--- src/rtl/sll_seq.sv ---
// rtl/sll_seq.sv - sequential logical-left shifter, one power-of-two stage per clock (optional SLL_EARLY_EXIT_EN)
module sll_seq #(
  parameter int WIDTH  = 32,
  parameter int STAGES = 5
) (
  input  logic             clk,
  input  logic             rstb,
  input  logic             start,
  input  logic [WIDTH-1:0] X,
  input  logic [WIDTH-1:0] Y,
  output logic             ready,
  output logic             busy,
  output logic             done,
  output logic [WIDTH-1:0] Z
);

  localparam int CW = $clog2(STAGES + 1);

  typedef enum logic [1:0] {
    S_IDLE  = 2'd0,
    S_SHIFT = 2'd1,
    S_DONE  = 2'd2
  } state_t;

  state_t            state_q, state_d;
  logic [WIDTH-1:0]  acc_q, acc_d;
  logic [STAGES-1:0] amt_q, amt_d;
  logic [CW-1:0]     cnt_q, cnt_d;
  logic [WIDTH-1:0]  z_q, z_d;

  logic [WIDTH-1:0]  acc_shifted;
  logic              oversize;
  logic              last_stage;

  // Next-state and datapath: accept in IDLE, one shift stage per SHIFT cycle, single DONE cycle
  always_comb begin
    state_d     = state_q;
    acc_d       = acc_q;
    amt_d       = amt_q;
    cnt_d       = cnt_q;
    z_d         = z_q;
    oversize    = |Y[WIDTH-1:STAGES];
    acc_shifted = amt_q[cnt_q] ? (acc_q << (32'd1 << cnt_q)) : acc_q;
`ifdef SLL_EARLY_EXIT_EN
    // Stop as soon as no higher shift bits remain to be processed.
    last_stage  = (cnt_q == CW'(STAGES - 1)) || (((amt_q >> cnt_q) >> 1) == '0);
`else
    last_stage  = (cnt_q == CW'(STAGES - 1));
`endif
    unique case (state_q)
      S_IDLE: begin
        if (start) begin
          state_d = S_SHIFT;
          cnt_d   = '0;
          // An oversize amount yields zero; clearing amt as well lets the
          // early-exit build finish after a single stage.
          acc_d   = oversize ? '0 : X;
          amt_d   = oversize ? '0 : Y[STAGES-1:0];
        end
      end
      S_SHIFT: begin
        acc_d = acc_shifted;
        cnt_d = cnt_q + 1'b1;
        if (last_stage) begin
          state_d = S_DONE;
          z_d     = acc_shifted;
        end
      end
      S_DONE: begin
        state_d = S_IDLE;
      end
      default: begin
        state_d = S_IDLE;
      end
    endcase
  end

  // State and datapath registers; reset aborts any in-flight operation
  always_ff @(posedge clk or negedge rstb) begin
    if (!rstb) begin
      state_q <= S_IDLE;
      acc_q   <= '0;
      amt_q   <= '0;
      cnt_q   <= '0;
      z_q     <= '0;
    end else begin
      state_q <= state_d;
      acc_q   <= acc_d;
      amt_q   <= amt_d;
      cnt_q   <= cnt_d;
      z_q     <= z_d;
    end
  end

  assign ready = (state_q == S_IDLE);
  assign busy  = (state_q == S_SHIFT);
  assign done  = (state_q == S_DONE);
  assign Z     = z_q;

endmodule
--- config.mk ---
export PLATFORM = sky130hd
export DESIGN_NAME = sll_seq
export DESIGN_NICKNAME = d
export VERILOG_FILES = /design/src/rtl/sll_seq.sv
export SDC_FILE = /design/constraint.sdc
export NUM_CORES = 1
export LEC_CHECK = 0
export ABC_AREA = 1
export BUFFER_PORTS_ARGS = -buffer_cell sky130_fd_sc_hd__buf_2
export CAP_MARGIN = 20
export CORE_MARGIN = 5
export CORE_UTILIZATION = 39
export DETAILED_ROUTE_END_ITERATION = 7
export SYNTH_ARGS = -nofsm -noshare
export SYNTH_HDL_FRONTEND = slang
export SYNTH_SLANG_ARGS = --single-unit
--- constraint.sdc ---
create_clock -name clk -period 3.06 [get_ports clk]
set_clock_uncertainty 0.15 [all_clocks]
set_input_delay 0.153 -clock clk [delete_from_list [all_inputs] [get_ports clk]]
set_output_delay 0.153 -clock clk [all_outputs]
set_load 0.01 [all_outputs]
==> metrics.txt, run 1 <==
dominant delay contributor by cell family on the critical path=simple AND/OR/NAND/NOR gates; die area=16200 sq um; VDD IR-drop max=0.0005516 V; worst endpoint required time=3190 ps; number of I/O pins=102; class of the tightest hold or removal check=reg -> reg; sequential share of the synthesized area=0.3451; number of optimization iterations in the first detailed-route pass=6; number of buffers on the longest clock path=2; status=complete, no violations; YS warnings=0; Synth Net Count=900; Buffers on Ports=101; register-to-register setup slack=330 ps; initial drt markers=603; Unique masters post-synth=36; Root Driver=clkbuf_16; power density cells=1084 nW/um^2; headroom to the max-slew limit=0.3587; aggregate global-route resource usage=0.2288; CP arrival=2860 ps; HPWL after DPL=13320 um; RSZ-0062 raised after global routing=false; Slowest-stage cell, CP=dfrtp_1; total via count in the routed design=6023; share of the clock period used by the worst path after layout=0.8915; CP startpoint kind=register; maximum achievable frequency=366.6 MHz; via count of the first global-routing pass=5855; minimum period implied by the final worst setup slack=2728 ps; number of buffers created by CTS=9; capture point of the worst reg-to-reg path=Z[31]; nets@finish=1018; setup repair bufs after CTS=0; post-detailed-routing wire length=18260 um; Critical Setup Path Class=reg -> reg; beginning of the critical path=cnt_q[0]; maximum number of pins on one net before global-route repair=75; count of instances resized after the clock tree is built=0; kind of end point of the critical path=register; syn avg cell area=6.487 sq um; number of filler instances in the final layout=1375; relative area change from synthesis to final layout=23.88%; Clock Pin Slew Worst Setup and Hold Paths=70 ps; number of instances in the synthesized netlist=827; number of routed nets with antenna violations=0; GRT overflow=0; antenna violations before repair=0; critical path endpoint=Z[31]; Worst Tran Pin Value=960.8 ps; Final Hold Vio Count=0; final core utilization=0.4979; cell-by-cell trace of the critical path=ha_1, ha_1, inv_1, buf_12, nand3_1, nand2_1, nand3_1, nand3_1, nand2_1, nand2_1, nand3_1, nand3_1, nand2_1, nand2_1; diode insertion count for antenna repair=0; WP buf/inv=2; reg2reg start=cnt_q[0]; placement row count=42; height of the die=127.3 um; Starting Density=0.4019; Max stage delay on crit path=450 ps; maximum fanout along the worst path=19; H-tree Lvls=3; core footprint=13350 sq um; Setup TNS Final=0 ps; depth of the worst register-to-register path=14; max-slew violation count=0; global-route wire length before repair=30300 um; final RePlAce weighted congestion=0.9246; synthesized flop and latch total=74; Horiz. Die Dim=127.3 um; cell leakage power=3.610 nW; max-capacitance violation count=0; routed vias/inst=5.349; WL/cell=16.22 um; Final Total Pwr=7.206 mW; share of cells above drive strength 1=0.1716; netlist area before placement=5365 sq um; clock network latency to the later pin of the worst-skew pair=340 ps; critical path depth in cells=14; Finish-stage setup viols=0; clk sink count=74; TritonCTS clock tree=built; final routed DRC violation total=0
## layout by cell type, fill, tap and decap left out, drive strengths merged, types with 2 or more instances in the layout
cell / instances
clkbuf: 9
nor2: 14
nand2: 385
ha: 6
dlygate4sd3: 39
nor4: 4
clkinv: 3
inv: 28
buf: 120
a22oi: 29
clkinvlp: 2
nand3: 198
o22ai: 2
o31ai: 3
o21ai: 16
dfrtp: 74
nand4: 10
## stage by stage
stage               hold slack (ps)  setup slack, ps  cell area [sq um]  instances
floorplan                    -292.6            944.9               5365        827
global placement              207.7            433.0               5969       1071
CTS                           328.9            380.8               6646       1126
global route                  350.7            84.63               6646       1126
detailed placement            212.6            397.9               5969       1071
finish                        325.5            332.1               6646       1126
## cells in the mapped netlist (all sizes together)
cell type | number | area (sq um)
nand2 | 385 | 1478
nand3 | 198 | 1006
dfrtp | 74 | 1852
buf | 36 | 221.5
a22oi | 29 | 217.7
inv | 25 | 96.34
clkbuf | 16 | 60.06
o21ai | 16 | 91.34
nor2 | 14 | 65.06
nand4 | 10 | 68.81
ha | 6 | 75.07
nor4 | 4 | 25.02
o31ai | 3 | 37.54
o22ai | 2 | 12.51
a21oi | 1 | 5.000
a22o | 1 | 8.760
and2 | 1 | 6.260
and3b | 1 | 8.760
clkinv | 1 | 5.000
nor3 | 1 | 5.000
o211ai | 1 | 7.510
or2 | 1 | 6.260
or3 | 1 | 6.260
## state kept, by name (all words and copies together) (netlist names)
| register | count |
|---|---|
| Z | 32 |
| acc_q | 32 |
| state_q | 2 |
| amt_q | 5 |
| cnt_q | 3 |
## logic make-up after synthesis
family                   after synthesis  share of synthesized area
AO/OA/AOI/OAI                         53                    0.07090
adder cells (fa/ha/maj)                6                    0.01399
buffers and inverters                 78                    0.07136
flip-flops                            74                     0.3451
AND/OR/NAND/NOR                      616                     0.4986
## worst min-delay path by stage
stage	start	endpoint	depth (start not counted)
final	Z[1]	Z[1]	2
after global routing	Z[23]	Z[23]	2
after CTS	Z[23]	Z[23]	2
after detailed placement	rstb	Z[4]	1
after global placement	rstb	Z[3]	1
after floorplan	rstb	Z[0]	0
## worst min-delay path, stage by stage (launching register included)
cell and delay (ps):
dfrtp_1 330, nand2_1 50, nand2_1 60
## report_power, final
group | internal [mW] | leakage (nW) | switching, mW | total (mW)
sequential | 1.28 | 0.986 | 0.247 | 1.53
clock | 0.563 | 0.135 | 0.455 | 1.02
combinational | 1.48 | 2.49 | 3.18 | 4.66
total | 3.33 | 3.61 | 3.88 | 7.21
## what timing repair did
action,CTS,global route
endpoints found under the hold margin,112,0
hold buffers,39,0
setup endpoints to repair,0,0
## layer usage
layer,vias up,global-route usage,routed length (um)
li1,2981,-,-
met1,2814,0.3472,8754
met2,210,0.3431,8073
met3,18,0.02963,1174
met4,0,0.05868,261
met5,-,0,0
## area by class of cell
class / instances / area (sq um) / share of cell area
clock inverter: 7 / 61.31 / 0.009224
inverter: 26 / 101.3 / 0.01525
clock buffer: 9 / 225.2 / 0.03389
timing repair buffer: 159 / 1054 / 0.1585
sequential: 74 / 1852 / 0.2786
tap: 176 / 220.2 / 0.03313
multi-input combinational: 675 / 3133 / 0.4714
No activity file was read; power rests on OpenSTA's default activity.
==> run 2, diff against run 1 <==
REMOVE_ABC_BUFFERS = 1   (was default)
==> metrics.txt, run 2 (synthesized netlist as in run 1, its figures left out) <==
headroom to the max-slew limit=0.3650; filler-free cell count of the finished design=1125; most frequent cells in the layout=nand2_1 (376), nand3_1 (195), buf_2 (100); kind of end point of the critical path=register; final RePlAce weighted congestion=0.9368; max-capacitance violation count=0; aggregate global-route resource usage=0.2275; post-detailed-routing wire length=18130 um; share of cells above drive strength 1=0.1707; H-tree Lvls=3; status=complete, no violations; sequential group share of total power=0.205; via count of the first global-routing pass=5758; nets@finish=1017; final routed DRC violation total=0; number of I/O pins=102; GRT overflow=0; diode insertion count for antenna repair=0; Worst Tran Pin Value=952.6 ps; number of optimization iterations in the first detailed-route pass=5; global-route wire length before repair=29870 um; design internal power=3.509 mW; CP startpoint kind=register; CP arrival=2920 ps; VDD IR-drop max=0.0004219 V; portion of total power attributed to combinational logic=0.637; Starting Density=0.4019; maximum fanout along the worst path=22; number of routed nets with antenna violations=0; setup repair bufs after CTS=0; worst endpoint required time=3190 ps; number of buffers created by CTS=9; Sw Ratio=0.5188; placement row count=42; clk sink count=74; Critical Setup Path Class=reg -> reg; number of cells in the design after placement=1070; final-layout worst hold slack=320.5 ps; Clock Pin Slew Worst Setup and Hold Paths=60 ps; Finish-stage setup viols=0; clock group share of total power=0.157; Horiz. Die Dim=127.3 um; Final Hold Vio Count=0; total via count in the routed design=6013; most common library cell in the layout ignoring fill and taps=nand2_1; die area=16200 sq um; height of the die=127.3 um; number of filler instances in the final layout=1390; cell leakage power=3.639 nW; WL/cell=16.11 um; number of buffers on the longest clock path=2; Setup TNS Final=0 ps; core footprint=13350 sq um; antenna violations before repair=0; relative area change from synthesis to final layout=24.58%; maximum achievable frequency=358.8 MHz; share of the clock period used by the worst path after layout=0.9109; class of the tightest hold or removal check=reg -> reg; max-slew violation count=0; fin worst setup slack=272.7 ps; RSZ-0062 raised after global routing=false; worst setup slack after placement=329.2 ps; switching power of the nets=3.783 mW; Buffers on Ports=101; power density cells=1091 nW/um^2; initial drt markers=700; routed vias/inst=5.345; Root Driver=clkbuf_16; maximum number of pins on one net before global-route repair=75; clock network latency to the later pin of the worst-skew pair=350 ps; HPWL after DPL=12420 um; TritonCTS clock tree=built; minimum period implied by the final worst setup slack=2787 ps
run 2: power groups by stage:
stage | combinational, mW | sequential, mW | clock (mW)
after global routing | 5.21 | 1.54 | 1.21
after floorplan | 3.08 | 1.53 | 0
after detailed placement | 4.55 | 1.51 | 0
after global placement | 4.55 | 1.51 | 0
after CTS | 4.62 | 1.50 | 1.17
final | 4.65 | 1.50 | 1.15
run 2: final cells by class:
class | instances | area [sq um] | area share
Tap cell | 176 | 220.2 | 0.03295
Clock inverter | 6 | 80.08 | 0.01198
Timing Repair Buffer | 158 | 1059 | 0.1584
Inverter | 26 | 101.3 | 0.01516
Multi-Input combinational cell | 675 | 3133 | 0.4687
Clock buffer | 10 | 239.0 | 0.03575
Sequential cell | 74 | 1852 | 0.2771
run 2: repair_timing:
item,in CTS,in global routing
gates resized for setup,0,0
hold buffers,39,0
endpoints found under the hold margin,112,0
run 2: critical path: stages, from the launching register on:
cell	delay, ps
dfrtp_1	450
ha_1	260
ha_1	190
inv_1	260
buf_4	340
nand3_1	140
nand2_1	100
nand3_1	100
nand3_1	160
nand2_1	70
nand2_1	70
nand3_1	140
nand3_1	160
nand2_1	60
nand2_1	60
run 2: final timing paths:
path                           from   endpoint  slack [ps]  cells after the start
setup / recovery           cnt_q[0]  acc_q[29]         270                     14
hold / removal                Z[29]      Z[29]         320                      2
setup reg to reg           cnt_q[0]  acc_q[29]         270                     14
hold reg to reg               Z[29]      Z[29]         320                      2
max in group asynchronous      rstb  acc_q[23]        1790                      2
min in group asynchronous      rstb       Z[1]         340                      2
run 2: stage by stage:
step / power [mW] / utilization / area, sq um
floorplan: 4.616 / - / 5084
global placement: 6.061 / 0.4476 / 5974
detailed placement: 6.055 / 0.4476 / 5974
CTS: 7.283 / 0.5008 / 6684
global route: 7.961 / 0.5008 / 6684
finish: 7.292 / 0.5008 / 6684
run 2: routing by layer:
layer  wire [um]  up-vias  GRT usage  share of wire
li1            -     2982          -              -
met1        8463     2783     0.3238           0.47
met2        8229      224     0.3555           0.45
met3        1136       24    0.03756          0.063
met4         296        0    0.06877          0.016
met5           0        -          0              0
==> run 3, diff against run 2 <==
CORE_MARGIN = default   (was 5)
==> metrics.txt, run 3 (synthesized netlist as in run 1, its figures left out) <==
die area=14230 sq um; number of optimization iterations in the first detailed-route pass=5; post-detailed-routing wire length=17650 um; diode insertion count for antenna repair=0; Final Hold Vio Count=0; WL/cell=15.65 um; aggregate global-route resource usage=0.2648; worst endpoint required time=3190 ps; placement row count=42; height of the die=119.3 um; share of cells above drive strength 1=0.1702; number of buffers added to fix hold violations after cts=39; relative area change from synthesis to final layout=24.63%; most frequent cells in the layout=nand2_1 (376), nand3_1 (195), buf_2 (100); clock network latency to the later pin of the worst-skew pair=340 ps; global-route wire length before repair=29350 um; number of I/O pins=102; TritonCTS clock tree=built; Finish-stage setup viols=0; final routed DRC violation total=0; max-slew violation count=0; setup repair bufs after CTS=0; Worst Tran Pin Value=971.0 ps; number of cells in the design after placement=1073; core footprint=13350 sq um; class of the tightest hold or removal check=reg -> reg; H-tree Lvls=3; Horiz. Die Dim=119.3 um; antenna violations before repair=0; switching power of the nets=3.773 mW; via count of the first global-routing pass=5840; HPWL after DPL=12320 um; headroom to the max-slew limit=0.3526; clock group share of total power=0.148; filler-free cell count of the finished design=1128; nets@finish=1020; portion of total power attributed to combinational logic=0.646; max-capacitance violation count=0; CP startpoint kind=register; minimum period implied by the final worst setup slack=2609 ps; initial drt markers=558; total via count in the routed design=6053; share of the clock period used by the worst path after layout=0.8526; number of routed nets with antenna violations=0; count of instances resized after the clock tree is built=0; VDD IR-drop max=0.0004361 V; Sw Ratio=0.5217; most common library cell in the layout ignoring fill and taps=nand2_1; kind of end point of the critical path=register; RSZ-0062 raised after global routing=false; maximum fanout along the worst path=24; final RePlAce weighted congestion=0.9478; status=complete, no violations; maximum achievable frequency=383.3 MHz; maximum number of pins on one net before global-route repair=75; cell leakage power=3.639 nW; Clock Pin Slew Worst Setup and Hold Paths=50 ps; Critical Setup Path Class=reg -> reg; Starting Density=0.4019; Buffers on Ports=101; design internal power=3.460 mW; routed vias/inst=5.366; number of buffers on the longest clock path=2; clk sink count=74; final core utilization=0.5009; CP arrival=2740 ps; Root Driver=clkbuf_16; number of buffers created by CTS=9; sequential group share of total power=0.206; GRT overflow=0; Final Total Pwr=7.233 mW; power density cells=1082 nW/um^2
[run 3: cell types whose count changed in the layout (fill, tap and decap cells not counted), sizes merged]
cell / delta
bufinv: -1
clkbuf: +4
clkinv: -3
buf: +3
[run 3: layout make-up]
cell class                 count  area (sq um)
clock buffer                  14         264.0
multi-input combinational    675          3133
timing repair buffer         161          1081
sequential                    74          1852
inverter                      26         101.3
fill                        1406          6661
clock inverter                 2         35.03
tap                          176         220.2
[run 3: worst paths after layout]
path	startpoint	cells past startpoint	endpoint	slack (ps)
max	cnt_q[0]	13	Z[19]	450
min	Z[30]	2	Z[30]	320
max reg2reg	cnt_q[0]	13	Z[19]	450
min reg2reg	Z[30]	2	Z[30]	320
max in group asynchronous	rstb	2	acc_q[0]	1760
min in group asynchronous	rstb	2	acc_q[1]	330
[run 3: stage by stage]
| step | cell area (sq um) | worst slack [ps] | setup TNS (ps) | hold WS (ps) |
|---|---|---|---|---|
| after floorplan | 5084 | -47.41 | -1517 | -292.6 |
| after global placement | 5997 | 491.1 | 0 | 215.0 |
| after detailed placement | 5997 | 461.0 | 0 | 213.8 |
| after CTS | 6686 | 449.7 | 0 | 325.2 |
| after global routing | 6686 | 123.7 | 0 | 348.1 |
| final | 6686 | 451.0 | 0 | 321.9 |
[run 3: critical path, stage by stage, from the launching register on]
cell and delay [ps]:
dfrtp_1 460, inv_2 100, ha_1 240, nand2_2 370, nand3_1 220, nand2_2 120
nand3_1 90, nand2_1 140, nand3_1 120, o21ai_1 250, nand2_1 90, nand2_1 80
nand2_1 50, nand2_1 70
[run 3: power by group through the flow]
stage / clock (mW) / sequential [mW] / combinational (mW)
floorplan: 0 / 1.53 / 3.08
global placement: 0 / 1.50 / 4.59
detailed placement: 0 / 1.51 / 4.57
CTS: 1.10 / 1.49 / 4.64
global route: 1.13 / 1.53 / 5.28
finish: 1.07 / 1.49 / 4.67
[run 3: layer usage]
layer,routed length (um),vias up,track usage
met5,0,-,0
met4,473,0,0.1031
met3,1220,38,0.05220
met2,7703,246,0.4113
met1,8251,2778,0.3615
li1,-,2991,-
